`src/rtl/pipeline_pkg.sv`:
```
// Shared pipeline definitions: multiply sequencer states and register-index geometry.
package pipeline_pkg;

    localparam int REG_W  = 4;
    localparam int PC_IDX = 15;

    typedef enum logic [1:0] {
        IDLE  = 2'd0,
        RUN   = 2'd1,
        WB_LO = 2'd2,
        WB_HI = 2'd3
    } mul_state_t;

endpackage

```
`src/rtl/mul_scoreboard.sv`:
```
// Pending-destination tracker for the iterative multiplier; raises D-stage RAW/WAW stalls.
module mul_scoreboard #(
    parameter int REG_W = pipeline_pkg::REG_W
) (
    input  logic             clk,
    input  logic             reset,
    input  logic             set_en,
    input  logic             set_long,
    input  logic [REG_W-1:0] set_lo,
    input  logic [REG_W-1:0] set_hi,
    input  logic             clr_lo,
    input  logic             clr_hi,
    input  logic [REG_W-1:0] ra1,
    input  logic [REG_W-1:0] ra2,
    input  logic [REG_W-1:0] ra3,
    input  logic [REG_W-1:0] wa3,
    input  logic             reg_write,
    output logic [REG_W-1:0] rd_lo,
    output logic [REG_W-1:0] rd_hi,
    output logic             stall
);

    logic v_lo;
    logic v_hi;

    // Pending bits are registered, so a destination stops stalling the cycle after its grant.
    always_ff @(posedge clk or negedge reset) begin
        if (!reset) begin
            v_lo  <= 1'b0;
            v_hi  <= 1'b0;
            rd_lo <= '0;
            rd_hi <= '0;
        end else if (set_en) begin
            v_lo  <= 1'b1;
            v_hi  <= set_long;
            rd_lo <= set_lo;
            rd_hi <= set_hi;
        end else begin
            if (clr_lo) v_lo <= 1'b0;
            if (clr_hi) v_hi <= 1'b0;
        end
    end

    function automatic logic pending_hit(
        input logic [REG_W-1:0] idx,
        input logic             vl,
        input logic [REG_W-1:0] lo,
        input logic             vh,
        input logic [REG_W-1:0] hi
    );
        return (vl && (idx == lo)) || (vh && (idx == hi));
    endfunction

    always_comb begin
        stall = pending_hit(ra1, v_lo, rd_lo, v_hi, rd_hi)
              | pending_hit(ra2, v_lo, rd_lo, v_hi, rd_hi)
              | pending_hit(ra3, v_lo, rd_lo, v_hi, rd_hi)
              | (reg_write & pending_hit(wa3, v_lo, rd_lo, v_hi, rd_hi));
    end

endmodule

```
`src/rtl/mul_sequencer.sv`:
```
// Control FSM for the shift-add multiplier: load, step, then write back Lo (and Hi for long forms).
module mul_sequencer #(
    parameter int MUL_CYCLES  = 4,
    parameter int LMUL_CYCLES = 6,
    parameter int REG_W       = 4
) (
    input  logic             clk,
    input  logic             reset,
    input  logic             StartE,
    input  logic             LongE,
    input  logic [REG_W-1:0] RdLoE,
    input  logic [REG_W-1:0] RdHiE,
    input  logic [REG_W-1:0] RA1D,
    input  logic [REG_W-1:0] RA2D,
    input  logic [REG_W-1:0] RA3D,
    input  logic [REG_W-1:0] WA3D,
    input  logic             RegWriteD,
    input  logic             WbGnt,
    output logic             MulLoad,
    output logic             MulStep,
    output logic             WbReq,
    output logic             WbHi,
    output logic [REG_W-1:0] MulWA3,
    output logic             MulBusy,
    output logic             MulStallE,
    output logic             MulStallD
);

    import pipeline_pkg::*;

    localparam logic [3:0] MUL_LOAD  = 4'(MUL_CYCLES - 1);
    localparam logic [3:0] LMUL_LOAD = 4'(LMUL_CYCLES - 1);

    mul_state_t       state;
    logic [3:0]       cnt;
    logic             is_long;
    logic             accept;
    logic [REG_W-1:0] rd_lo;
    logic [REG_W-1:0] rd_hi;

    assign accept = StartE && (state == IDLE);

    // The counter is loaded with cycles-1 so RUN lasts exactly the configured number of steps.
    always_ff @(posedge clk or negedge reset) begin
        if (!reset) begin
            state   <= IDLE;
            cnt     <= '0;
            is_long <= 1'b0;
        end else begin
            case (state)
                IDLE: begin
                    if (StartE) begin
                        is_long <= LongE;
                        cnt     <= LongE ? LMUL_LOAD : MUL_LOAD;
                        state   <= RUN;
                    end
                end
                RUN: begin
                    if (cnt == 4'd0) state <= WB_LO;
                    else             cnt   <= cnt - 4'd1;
                end
                WB_LO: begin
                    if (WbGnt) state <= is_long ? WB_HI : IDLE;
                end
                WB_HI: begin
                    if (WbGnt) state <= IDLE;
                end
                default: state <= IDLE;
            endcase
        end
    end

    // MulLoad is gated by reset so every output reads 0 while reset is held.
    assign MulLoad   = accept && reset;
    assign MulStep   = (state == RUN);
    assign WbReq     = (state == WB_LO) || (state == WB_HI);
    assign WbHi      = (state == WB_HI);
    assign MulBusy   = (state != IDLE);
    assign MulStallE = StartE && (state != IDLE);

    always_comb begin
        MulWA3 = '0;
        if (state == WB_LO)      MulWA3 = rd_lo;
        else if (state == WB_HI) MulWA3 = rd_hi;
    end

    mul_scoreboard #(
        .REG_W (REG_W)
    ) u_scoreboard (
        .clk       (clk),
        .reset     (reset),
        .set_en    (accept),
        .set_long  (LongE),
        .set_lo    (RdLoE),
        .set_hi    (RdHiE),
        .clr_lo    ((state == WB_LO) && WbGnt),
        .clr_hi    ((state == WB_HI) && WbGnt),
        .ra1       (RA1D),
        .ra2       (RA2D),
        .ra3       (RA3D),
        .wa3       (WA3D),
        .reg_write (RegWriteD),
        .rd_lo     (rd_lo),
        .rd_hi     (rd_hi),
        .stall     (MulStallD)
    );

endmodule
```
`config.mk`:
```
export PLATFORM = sky130hd
export DESIGN_NAME = mul_sequencer
export DESIGN_NICKNAME = d
export VERILOG_FILES = /design/src/rtl/pipeline_pkg.sv /design/src/rtl/mul_scoreboard.sv /design/src/rtl/mul_sequencer.sv
export SDC_FILE = /design/constraint.sdc
export NUM_CORES = 1
export LEC_CHECK = 0
export CORE_MARGIN = 5
export CORE_UTILIZATION = 42
export DETAILED_ROUTE_END_ITERATION = 6
export PLACE_DENSITY = 0.83
export SLEW_MARGIN = 20
export SYNTH_ARGS = -nofsm -noshare
export SYNTH_HDL_FRONTEND = slang
export SYNTH_HIERARCHICAL = 1
export SYNTH_SLANG_ARGS = --single-unit
```
`constraint.sdc`:
```
create_clock -name clk -period 1.7 [get_ports clk]
set_input_delay 0.34 -clock clk [delete_from_list [all_inputs] [get_ports clk]]
set_output_delay 0.34 -clock clk [all_outputs]
set_load 0.02 [all_outputs]
```
==> impl_metrics.env <==
export IMPL_grt_max_degree=18
export IMPL_antenna_found_initial=0
export IMPL_path_class="reg -> out"
export IMPL_crit_top_cell="buf_6"
export IMPL_place_ws_ns=-0.781
export IMPL_dr_pass1_iters=4
export IMPL_num_fill_cells=233
export IMPL_insertion_delay_ns=0.30
export IMPL_cts_sinks=17
export IMPL_clockBufferDepth=2
export IMPL_grt_usage_pct=18.7
export IMPL_io_pins=41
export IMPL_worst_slew_pin_slew_ns=0.315
export IMPL_synth_ff_type="dfrtp_1"
export IMPL_nNetsFinal=236
export IMPL_grt_pass1_wl_um=6280
export IMPL_diodes=0
export IMPL_drt_wirelength_per_cell_um=16.5
export IMPL_synthesis_area_sq_um=1340
export IMPL_drtIter0Drc=52
export IMPL_syn_inst=137
export IMPL_startpoint_type="flop"
export IMPL_cp_buffers_inverters=2
export IMPL_slowest_stage="dfrtp_2"
export IMPL_synth_enable_flop_cells=0
export IMPL_grt_setup_unrepaired="true"
export IMPL_drtAntennaViolNets=0
export IMPL_syn_avg_cell_area_sq_um=9.80
export IMPL_syn_nets=168
export IMPL_slew_violations=0
export IMPL_setup_violations_final=5
export IMPL_setup_ws_ns=-0.313
export IMPL_cts_buffers=3
export IMPL_finalClockSkew_ns=0.0117
export IMPL_initial_utilization_pct=44.0
export IMPL_ir_worst_vdd_mv=0.816
export IMPL_viasPerCell=5.04
export IMPL_ys_ff_latch=17
export IMPL_yosys_warnings=6
export IMPL_htreeDepth=1
export IMPL_hold_viol_final=0
export IMPL_fin_crit_ns=2.01
export IMPL_die_area_sq_um=4430
export IMPL_die_h_um=66.5
export IMPL_endpoint_kind="output pin"
export IMPL_root_buffer="clkbuf_4"
export IMPL_placeableCoreArea_sq_um=3050
export IMPL_async_flop_share_pct=100
export IMPL_via_count=1249
export IMPL_power_leakage_nw=0.933
export IMPL_violations="negative setup slack"
export IMPL_relSlewSlack_pct=78.9
export IMPL_port_buffers=40
export IMPL_die_x_um=66.5
export IMPL_path_clk_slew_ns=0.10
export IMPL_synth_cell_type_count=39
export IMPL_dp_hpwl_um=2820
export IMPL_arrival_ns=1.67
export IMPL_outcome="complete, but fails checks"
export IMPL_drc=0
export IMPL_critPathMaxFanout=6
export IMPL_cp_top_family="flip-flops"
export IMPL_grt_overflow=0
export IMPL_wl_um=4100
export IMPL_drive_gt1_share_pct=38.7
export IMPL_powerDensity_nw_per_um2=1830
export IMPL_max_freq_mhz=497
export IMPL_cp_cell_sequence="buf_6 > xnor2_1 > nand4_1 > o41ai_2 > o21ai_1 > nand3_1 > buf_6"
export IMPL_area_growth_syn_to_layout_pct=54.4
export IMPL_ys_seq_area_share_pct=31.7
export IMPL_cts_tree="done"
export IMPL_gp_congestion=0.833
export IMPL_power_mw=3.79
export IMPL_max_cap_violations=0
export IMPL_rows=20
export IMPL_fin_crit_sh_pct=118
export IMPL_slowest_delay_ns=0.49
export IMPL_grt_pass1_vias=1347
export IMPL_hold_class="in -> async"
export IMPL_worstPathRequired_ns=1.36
[worst register-to-register path: cells and delay by family (launching register included)]
family        cells  cell delay (ns)
buf+inv           3             0.47
flops             1             0.46
mux               1             0.36
simple gates      1             0.19
[what timing repair did]
action                                  in CTS  in global routing
gates resized for setup                     63                 16
hold buffers                                 0                  0
setup buffers                                8                  5
endpoints found under the setup margin      11                  9
pin swaps                                    7                  6
[cells in the final DEF (no fill, tap or decap), types with 6 or more instances in the layout]
master / n
dfrtp_1: 8
clkdlybuf4s50_1: 26
buf_4: 33
xnor2_1: 10
mux2_2: 8
xor2_1: 22
dfrtp_2: 9
nor2b_1: 6
mux2i_1: 6
nand2_1: 10
buf_6: 11
[power breakdown]
| part | internal, mW | total (mW) | switching [mW] |
|---|---|---|---|
| clock network | 0.0915 | 0.218 | 0.126 |
| registers | 0.631 | 0.954 | 0.323 |
| logic | 1.49 | 2.62 | 1.13 |
[final cells by class]
type | count | area [sq um] | share of cell area [%]
inverters | 4 | 15.0 | 0.724
repair buffers | 77 | 702 | 33.9
clock buffers | 4 | 26.3 | 1.27
flip-flops and latches | 17 | 437 | 21.1
well taps | 44 | 55.1 | 2.66
multi-input cells | 102 | 838 | 40.4
[per-stage QoR]
| stage | area (sq um) | cells | hold slack [ns] | util, % | TNS [ns] |
|---|---|---|---|---|---|
| 2_1_floorplan | 1340 | 137 | 0.0444 | - | 0 |
| 3_3_place_gp | 1880 | 231 | 0.536 | 61.5 | -2.75 |
| 3_5_place_dp | 1880 | 231 | 0.549 | 61.5 | -3.12 |
| 4_1_cts | 1970 | 243 | 0.379 | 64.4 | -0.368 |
| 5_1_grt | 2070 | 248 | 0.404 | 67.9 | -0.945 |
| 6_report | 2070 | 248 | 0.385 | 67.9 | -0.487 |
[flip-flops by register name, indices dropped and copies added, names as in the netlist]
register	count
cnt	4
is_long	1
state	2
u_scoreboard/rd_hi	4
u_scoreboard/rd_lo	4
u_scoreboard/v_hi	1
u_scoreboard/v_lo	1
[logic make-up after synthesis]
| family | synth area share (%) |
|---|---|
| AND/OR/NAND/NOR | 15.4 |
| AO/OA/AOI/OAI | 9.23 |
| flip-flops | 31.7 |
| buffers and inverters | 9.60 |
| multiplexers | 12.3 |
| adder cells (fa/ha/maj) | 0.932 |
| XOR/XNOR | 20.9 |
[cell usage after synthesis (all sizes together) (3+ instances only)]
library cell / instances / area share [%]
buf: 11 / 6.9
xor2: 22 / 14
mux2i: 6 / 4.5
mux2: 9 / 7.8
dfrtp: 17 / 32
nor4: 4 / 1.9
clkbuf: 3 / 1.6
o21ai: 6 / 2.2
nor2b: 7 / 3.8
inv: 4 / 1.1
and2: 3 / 1.4
nand2: 10 / 2.8
xnor2: 10 / 6.5
[routing by layer]
metal	global-route usage (%)	wire, um	vias up
met5	0	0	-
met4	7.36	128	0
met3	4.72	184	12
met2	33.5	2190	43
met1	21.1	1600	600
li1	-	-	594
[final timing paths]
kind,start,end,slack [ns],cells after the start
worst min-delay path,reset,state[1]$_DFFE_PN0P_,0.38,2
worst min register to register,cnt[1]$_DFFE_PN0P_,cnt[1]$_DFFE_PN0P_,0.56,2
worst max register to register,state[0]$_DFFE_PN0P_,u_scoreboard/rd_lo[1]$_DFFE_PN0P_,0.10,5
min in group clk,cnt[1]$_DFFE_PN0P_,cnt[1]$_DFFE_PN0P_,0.56,2
max in group asynchronous,reset,u_scoreboard/rd_lo[1]$_DFFE_PN0P_,1.09,2
worst max-delay path,u_scoreboard/rd_lo[3]$_DFFE_PN0P_,MulStallD,-0.31,7
No activity file was read; power rests on OpenSTA's default activity.
